==> src/rtl/dcache.sv <==
// dcache: direct-mapped, write-through, no-write-allocate data cache.
// Sits between the MEM-stage data port and word-addressed backing memory.
// Read hits return data combinationally. Read misses refill a 4-word line
// through a request/ack handshake. All writes go straight to memory.
// Optional read hit/miss counters are built when DCACHE_STATS_EN is defined;
// without it hit_count and miss_count are tied to zero.
module dcache #(
  parameter int LINES      = 16,
  parameter int INDEX_BITS = 4
) (
  input  logic        clk,
  input  logic        reset,
  input  logic        cpu_enable,
  input  logic        cpu_read,
  input  logic        cpu_write,
  input  logic [31:0] cpu_addr,
  input  logic [31:0] cpu_wdata,
  output logic [31:0] cpu_rdata,
  output logic        stall,
  output logic        mem_req,
  output logic        mem_we,
  output logic [31:0] mem_addr,
  output logic [31:0] mem_wdata,
  input  logic [31:0] mem_rdata,
  input  logic        mem_ack,
  output logic [31:0] hit_count,
  output logic [31:0] miss_count
);

  localparam int TAG_W = 28 - INDEX_BITS;
  localparam int WORDS = LINES * 4;

  typedef enum logic [1:0] {IDLE, REFILL, WRITE, DONE} state_t;

  state_t state_reg;
  state_t state_next;

  // Per-line storage; data is flattened as {index, word offset}.
  logic [LINES-1:0] valid_reg;
  logic [TAG_W-1:0] tag_mem  [0:LINES-1];
  logic [31:0]      data_mem [0:WORDS-1];

  // Latched access: line base for refills, full word address for writes.
  logic [31:2] addr_reg;
  logic [31:0] data_reg;
  logic [1:0]  k_reg;

  // Address decode of the live CPU access.
  logic [INDEX_BITS-1:0] cpu_index;
  logic [TAG_W-1:0]      cpu_tag;
  logic [1:0]            cpu_off;
  logic                  cpu_hit;
  logic                  is_read;
  logic                  is_write;

  // Address decode of the latched access.
  logic [INDEX_BITS-1:0] lat_index;
  logic [TAG_W-1:0]      lat_tag;
  logic                  lat_hit;

  // Byte-lane bits never matter to a word cache.
  logic unused_byte_bits;
  assign unused_byte_bits = &{1'b0, cpu_addr[1:0]};

  assign cpu_index = cpu_addr[4 +: INDEX_BITS];
  assign cpu_tag   = cpu_addr[31 -: TAG_W];
  assign cpu_off   = cpu_addr[3:2];
  assign cpu_hit   = valid_reg[cpu_index] && (tag_mem[cpu_index] == cpu_tag);

  // A store wins over a load when both are requested.
  assign is_write = cpu_enable & cpu_write;
  assign is_read  = cpu_enable & cpu_read & ~cpu_write;

  assign lat_index = addr_reg[4 +: INDEX_BITS];
  assign lat_tag   = addr_reg[31 -: TAG_W];
  assign lat_hit   = valid_reg[lat_index] && (tag_mem[lat_index] == lat_tag);

  // State register.
  always_ff @(posedge clk or posedge reset) begin
    if (reset) begin
      state_reg <= IDLE;
    end else begin
      state_reg <= state_next;
    end
  end

  // Next-state logic.
  always_comb begin
    state_next = state_reg;
    case (state_reg)
      IDLE: begin
        if (is_write) begin
          state_next = WRITE;
        end else if (is_read && !cpu_hit) begin
          state_next = REFILL;
        end
      end
      REFILL: begin
        if (mem_ack && (k_reg == 2'd3)) begin
          state_next = IDLE;
        end
      end
      WRITE: begin
        if (mem_ack) begin
          state_next = DONE;
        end
      end
      DONE: begin
        state_next = IDLE;
      end
      default: begin
        state_next = IDLE;
      end
    endcase
  end

  // Outputs depend only on state, latched registers and CPU inputs, never on mem_ack.
  always_comb begin
    stall     = 1'b0;
    mem_req   = 1'b0;
    mem_we    = 1'b0;
    mem_addr  = 32'd0;
    mem_wdata = 32'd0;
    cpu_rdata = 32'd0;
    case (state_reg)
      IDLE: begin
        if (is_write || (is_read && !cpu_hit)) begin
          stall = 1'b1;
        end
        if (is_read && cpu_hit) begin
          cpu_rdata = data_mem[{cpu_index, cpu_off}];
        end
      end
      REFILL: begin
        stall    = 1'b1;
        mem_req  = 1'b1;
        mem_addr = {addr_reg[31:4], k_reg, 2'b00};
      end
      WRITE: begin
        stall     = 1'b1;
        mem_req   = 1'b1;
        mem_we    = 1'b1;
        mem_addr  = {addr_reg, 2'b00};
        mem_wdata = data_reg;
      end
      DONE: begin
        stall = 1'b0;
      end
      default: begin
        stall = 1'b0;
      end
    endcase
  end

  // Control registers: latch the access, track the refill word, manage valid bits.
  always_ff @(posedge clk or posedge reset) begin
    if (reset) begin
      valid_reg <= '0;
      addr_reg  <= '0;
      data_reg  <= '0;
      k_reg     <= 2'd0;
    end else begin
      case (state_reg)
        IDLE: begin
          if (is_write) begin
            addr_reg <= cpu_addr[31:2];
            data_reg <= cpu_wdata;
          end else if (is_read && !cpu_hit) begin
            // The resident line is about to be overwritten word by word.
            addr_reg             <= {cpu_addr[31:4], 2'b00};
            k_reg                <= 2'd0;
            valid_reg[cpu_index] <= 1'b0;
          end
        end
        REFILL: begin
          if (mem_ack) begin
            k_reg <= k_reg + 2'd1;
            if (k_reg == 2'd3) begin
              valid_reg[lat_index] <= 1'b1;
            end
          end
        end
        default: begin
        end
      endcase
    end
  end

  // Tag and data arrays: refill words, final tag write, and write-through update on hit.
  always_ff @(posedge clk) begin
    if ((state_reg == REFILL) && mem_ack) begin
      data_mem[{lat_index, k_reg}] <= mem_rdata;
      if (k_reg == 2'd3) begin
        tag_mem[lat_index] <= lat_tag;
      end
    end else if ((state_reg == WRITE) && mem_ack && lat_hit) begin
      data_mem[{lat_index, addr_reg[3:2]}] <= data_reg;
    end
  end

`ifdef DCACHE_STATS_EN
  logic [31:0] hit_reg;
  logic [31:0] miss_reg;
  logic        hit_event;
  logic        miss_event;

  assign hit_event  = (state_reg == IDLE) && is_read && cpu_hit;
  assign miss_event = (state_reg == IDLE) && is_read && !cpu_hit;

  // Read hit/miss statistics, free-running and wrapping.
  always_ff @(posedge clk or posedge reset) begin
    if (reset) begin
      hit_reg  <= 32'd0;
      miss_reg <= 32'd0;
    end else begin
      if (hit_event) begin
        hit_reg <= hit_reg + 32'd1;
      end
      if (miss_event) begin
        miss_reg <= miss_reg + 32'd1;
      end
    end
  end

  assign hit_count  = hit_reg;
  assign miss_count = miss_reg;
`else
  assign hit_count  = 32'd0;
  assign miss_count = 32'd0;
`endif

endmodule

==> config.mk <==
export PLATFORM = sky130hd
export DESIGN_NAME = dcache
export DESIGN_NICKNAME = d
export VERILOG_FILES = /design/src/rtl/dcache.sv
export SDC_FILE = /design/constraint.sdc
export NUM_CORES = 2
export LEC_CHECK = 0
export BUFFER_PORTS_ARGS = -buffer_cell sky130_fd_sc_hd__clkbuf_2
export CAP_MARGIN = 0
export CORE_MARGIN = 4
export CORE_UTILIZATION = 57
export DETAILED_ROUTE_END_ITERATION = 10
export MAX_ROUTING_LAYER = met4
export PLACE_DENSITY = 0.83
export SLEW_MARGIN = 0
export SYNTH_ARGS = -nofsm -noshare
export SYNTH_HDL_FRONTEND = slang
export SYNTH_SLANG_ARGS = --single-unit
==> constraint.sdc <==
create_clock -name clk -period 13.3 [get_ports clk]
set_input_delay 0.665 -clock clk [delete_from_list [all_inputs] [get_ports clk]]
set_output_delay 0.665 -clock clk [all_outputs]
set_load 0.01 [all_outputs]
## Word level (Yosys, flattened, before mapping)

Memory sizes are Yosys's and may differ from the RTL's.
Cells that the tools add are included.

| storage, ports and cells | value |
|---|---|
| register bits | 82 |
| bits in latches | 0 |
| memory bits (writable) | 2432 |
| ROM bits | 0 |
| input bits | 102 |
| output and inout bits | 163 |
| word-level logic and storage cells | 97 |
| memories | 2 |

Memory list:

| name | words | bits a word | rd ports | clocked after memory_dff | wr ports | RTL line | source |
|---|---|---|---|---|---|---|---|
| data_mem | 64 | 32 | 1 | 0 | 1 | 41 | `logic [31:0] data_mem [0:WORDS-1];` |
| tag_mem | 16 | 24 | 2 | 0 | 1 | 40 | `logic [TAG_W-1:0] tag_mem [0:LINES-1];` |

| operators by class | value |
|---|---|
| $add $sub $neg | 1 |
| $mul | 0 |
| divide/modulo/power cells | 0 |
| order comparisons | 4 |
| equality and inequality tests | 13 |
| shift-type cells | 0 |
| multiplexer cells | 43 |
| bitwise gates (word level) | 7 |
| reductions and logical operators | 22 |

Operator list:

| operator | number |
|---|---|
| $mux W32 | 4 |
| $mux W16 | 4 |
| $pmux W32 S2 | 1 |
| $mux W30 | 2 |
| $eq A24 B24 Y1 | 2 |
| $pmux W16 S2 | 1 |
| $reduce_or A32 Y1 | 1 |
| $and A16 B16 Y16 | 1 |
| $mux W1 | 16 |
| $not A16 Y16 | 1 |
| $or A16 B16 Y16 | 1 |
| $mux W2 | 7 |
| $ne A2 B2 Y1 const B | 6 |
| $logic_and A1 B1 Y1 | 10 |
| $lt A4 B5 Y1 const B | 2 |
| $bmux W1 S4 | 2 |
| $demux W1 S4 | 2 |
| $ge A4 B1 Y1 const B | 2 |
| $pmux W2 S4 | 1 |
| $eq A2 B2 Y1 const B | 3 |
| $mux W6 | 1 |
| $reduce_and A5 Y1 | 1 |
| $pmux W2 S2 | 1 |
| $reduce_and A2 Y1 | 2 |
| other kinds (13) | 16 |

## Longest topological paths before layout

| logic depth | value |
|---|---|
| depth after elaboration | 9 |
| mapped depth | 16 |
| depth with buffers taken out | 9 |

## Worst setup path before layout

Ideal clock, no wire load.

| timing | value |
|---|---|
| path kind | register -> register |
| start point | register addr_reg[4] in the netlist's numbering |
| end point | memory data_mem[11][10], enable pin |
| library setup time | 0.421 ns |
| arrival | 4.558 ns |
| setup slack | 8.321 ns |
| stages on the path, launching flop included | 13 |
| path buffers | 4 |
| cell sequence | dfrtp_1 buf_2 buf_2 buf_2 mux4_2 mux2i_1 o22ai_1 a2111o_1 a211oi_1 o2111ai_1 buf_2 o31a_1 nor2_1 |

| between the ends | value |
|---|---|
| word-level cells in the longest chain between the ends | 9 |

RTL lines:

| item | RTL line | source |
|---|---|---|
| start, declared | 44 | `logic [31:2] addr_reg;` |
| start signal, assigned | 166 | `addr_reg <= cpu_addr[31:2];` |
| start signal, assigned | 170 | `addr_reg <= {cpu_addr[31:4], 2'b00};` |
| $mem_v2 Z16 W24 or $bmux W1 S4 (tied branches) | n/a |  |
| $eq A24 B24 Y1 or $mux W1 (tied branches) | 76 | `assign lat_hit = valid_reg[lat_index] && (tag_mem[lat_index] == lat_tag);` |
| $logic_and A1 B1 Y1 | 76 |  |
| $logic_and A1 B1 Y1 | 196 | `end else if ((state_reg == WRITE) && mem_ack && lat_hit) begin` |
| $mux W1 | 196 |  |
| $mux W1 | 191 | `if ((state_reg == REFILL) && mem_ack) begin` |
| $mux W1 (not written as such) | 197 | `data_mem[{lat_index, addr_reg[3:2]}] <= data_reg;` |
| $reduce_or A32 Y1 (no line) | n/a |  |
| $mux W6 (no line) or $mux W1 (tied branches) | n/a |  |
| end, declared | 41 |  |

Parallel ways exist; a longest one is shown, timed or not. The select of a mux whose other input is x is not followed.

## Worst setup path in the final report

| timing | value |
|---|---|
| start point | register addr_reg[5] in the netlist's numbering |
| end point | memory data_mem[8][3], enable pin |

Same word-level chain as after synthesis.

==> results.toml <==
[final_layout]
area_growth_pct = 11.98
seq_area_um2 = 75090
final_common_cell = "edfxtp_1"
final_cell_mix = "2432 x edfxtp_1, 761 x mux4_2, 230 x clkbuf_16, 191 x clkbuf_2, 142 x buf_4"
largest_register_ffs = 2048
nNetsFinal = 5064
multi_input_area_um2 = 24860
nFillCells = 10570
final_layout_size_suffix_gt1_share_pct = 31.08

[worst_setup_path]
critPathRequiredTime_ns = 13.82
cp-end-kind = "flip-flop"
critPathKind = "reg -> reg"
cp.arrival_ns = 8.18
rrSetupSlack_ns = 5.64
reg2reg_from = "addr_reg[5]"
worstSetupStartpointType = "flip-flop"
critPathMaxFanout = 58
r2r_end = "data_mem[8][3]"
worst-r2r-cell-count = 12

[timing]
setup_tns_ns = 0
fmax_mhz = 130.6
fin_crit_ns = 7.659
rsz0062_at_grt = "false"
fin_skew_ns = 0.09594
fin_crit_sh_pct = 57.59
relSlewSlack_pct = 4.990
maxSlewViolCount = 0
finalHoldViolCount = 0
hold_ws_ns = 0.02328
finalSetupViolations = 0
worstMarginPinSlew_ns = 1.425

[logic_synthesis]
yosysSeqAreaShare_pct = 74.44
yosys.area.top_type = "edfxtp_1"
async_flop_share_pct = 3.262
synth_warnings = 0
synthTopCellsByArea = "edfxtp_1 72%, mux4_2 17%, dfrtp_1 2.0%, mux2i_1 0.98%, o22ai_1 0.81%"
synthCells = 4627
avgSynthCellArea_um2 = 21.80
synth_ff_type = "edfxtp_1"
netlist_area_um2 = 100900
synth_top_area_share_pct = 72.40
ys_types = 69
synth_edf_count = 2432
ys_seq_elements = 2514

[place]
place_congestion = 0.8501
hpwl_mm = 158.7
io_buffers = 196

[routing]
drc_errors = 0
routed_wl_mm = 317.4
drtIter0Drc = 11310
drt_pass1_iterations = 9
wl_per_cell_um = 42.13
via_count = 56420
ant_nets = 1
vias_per_cell = 7.487

[global_route]
track_usage_pct = 35.73
antenna_found_initial = 18
overflow = 0
grt_max_degree = 131
grt_pass1_wl_mm = 443.9
grt_pass1_vias = 56660

[floorplanning]
core_um2 = 176100
start_util_pct = 57.27
ioPinCount = 265
die-area_um2 = 183800
num_rows = 154
die_w_um = 428.7
die_h_um = 428.7

[clock_tree]
tritoncts = "built"
cts_made_buffers = 229
post_cts_buffers = 0
cts_buffer_depth = 3
clk_latency_ns = 0.92
cts_resized = 0
h-tree-depth = 4
path_clk_slew_ns = 0.07
clock-sinks = 2514
cts_root_buf = "clkbuf_16"

[pwr]
ir_drop_mv = 0.1484
power_density_nw_per_um2 = 163.7
p_leak_nw = 35.95

[min_path]
hold_class = "in -> reg"
hold_start = "cpu_wdata[21]"
min_to = "data_reg[21]"
hold_path_depth = 2

[flow_run]
maxCapViolations = 0

[outcome]
outcome = "finished, violations left"
violations = "antenna violations"
[critical path: stages, from the launching register on]
cell and delay (ns):
dfrtp_4 0.95, buf_4 0.83, mux4_2 0.41, mux4_2 0.50
xnor2_1 0.14, a21boi_0 0.41, nand4_1 0.44, a211oi_1 0.48
o2111ai_4 0.22, buf_4 0.46, o31a_1 0.71, nor2_4 1.08
buf_4 0.57
[cell usage after synthesis, drive strengths merged, types with 3 or more instances]
cell / count
mux2: 99
a221oi: 7
a211oi: 8
o211ai: 7
a2111oi: 7
a21oi: 38
o22a: 3
xnor2: 41
xor2: 5
and2: 67
nand2b: 6
nand4: 8
nor3: 13
and3: 13
nor4: 22
nor2b: 17
mux2i: 99
edfxtp: 2432
or4: 8
a22oi: 24
o31a: 8
dfrtp: 82
o22ai: 130
a21boi: 3
mux4: 761
nand2: 103
a32oi: 4
nand3: 22
or3: 5
buf: 199
ha: 5
clkbuf: 130
o21ai: 28
a31oi: 12
o221ai: 8
a22o: 6
nand3b: 5
inv: 31
or2: 5
nor2: 122
a311oi: 8
[how the worst max path moves through the flow]
stage	endpoint	cells past startpoint	from	slack, ns
6_report	data_mem[8][3]	12	addr_reg[5]	5.64
5_1_grt	data_mem[8][9]	12	addr_reg[4]	5.55
4_1_cts	cpu_rdata[10]	14	cpu_addr[5]	5.88
3_5_place_dp	cpu_rdata[10]	14	cpu_addr[5]	5.91
3_3_place_gp	cpu_rdata[10]	14	cpu_addr[5]	5.96
2_1_floorplan	data_mem[11][10]	12	addr_reg[4]	8.32
[power breakdown]
part / internal [mW] / leakage (nW) / total, mW / switching, mW
clock network: 3.63 / 3.66 / 6.73 / 3.09
registers: 9.09 / 22.8 / 9.47 / 0.372
logic: 0.941 / 9.45 / 2.29 / 1.35
total: 13.7 / 35.9 / 18.5 / 4.82
[layer usage]
metal / global-route usage, % / share of wire [%] / vias to the layer above / wire length (um)
li1: - / - / 20190 / -
met1: 43.27 / 29 / 28350 / 92730
met2: 52.82 / 47 / 6282 / 148900
met3: 10.75 / 16 / 1592 / 49560
met4: 23.13 / 8.3 / 0 / 26220
met5: - / 0 / - / 0
[layout make-up]
| cell class | instances | area share, % |
|---|---|---|
| antenna | 38 | 0.08419 |
| sequential | 2514 | 66.48 |
| clock inverter | 151 | 1.320 |
| clock buffer | 280 | 5.306 |
| inverter | 31 | 0.1052 |
| tap | 2340 | 2.592 |
| timing repair buffer | 363 | 2.100 |
| multi-input combinational | 1818 | 22.01 |
[stage by stage]
| step | instance area, um2 | total power, mW | utilization, % | worst slack, ns | cells |
|---|---|---|---|---|---|
| finish | 113000 | 18.49 | 64.13 | 5.641 | 7535 |
| global route | 112900 | 18.95 | 64.10 | 5.551 | 7512 |
| CTS | 112800 | 18.40 | 64.08 | 5.876 | 7497 |
| detailed placement | 105100 | 11.82 | 59.70 | 5.915 | 7043 |
| global placement | 105100 | 11.73 | 59.70 | 5.958 | 7043 |
| floorplan | 101100 | 10.96 | - | 8.321 | 4692 |
[cell families after synthesis]
group           Yosys count  share of synthesized area, %
flops                  2514                         74.44
mux                     959                         19.08
simple gates            420                         2.028
buf+inv                 360                         1.799
compound gates          322                         2.192
xor+xnor                 46                        0.3994
fa+ha+maj                 5                       0.06202
other cells               1                      0.003718
[what timing repair did]
action / in CTS / in global routing
endpoints found under the setup margin: 0 / 0
hold endpoints to repair: 46 / 0
hold buffers: 23 / 0
No activity file was read; power rests on OpenSTA's default activity.
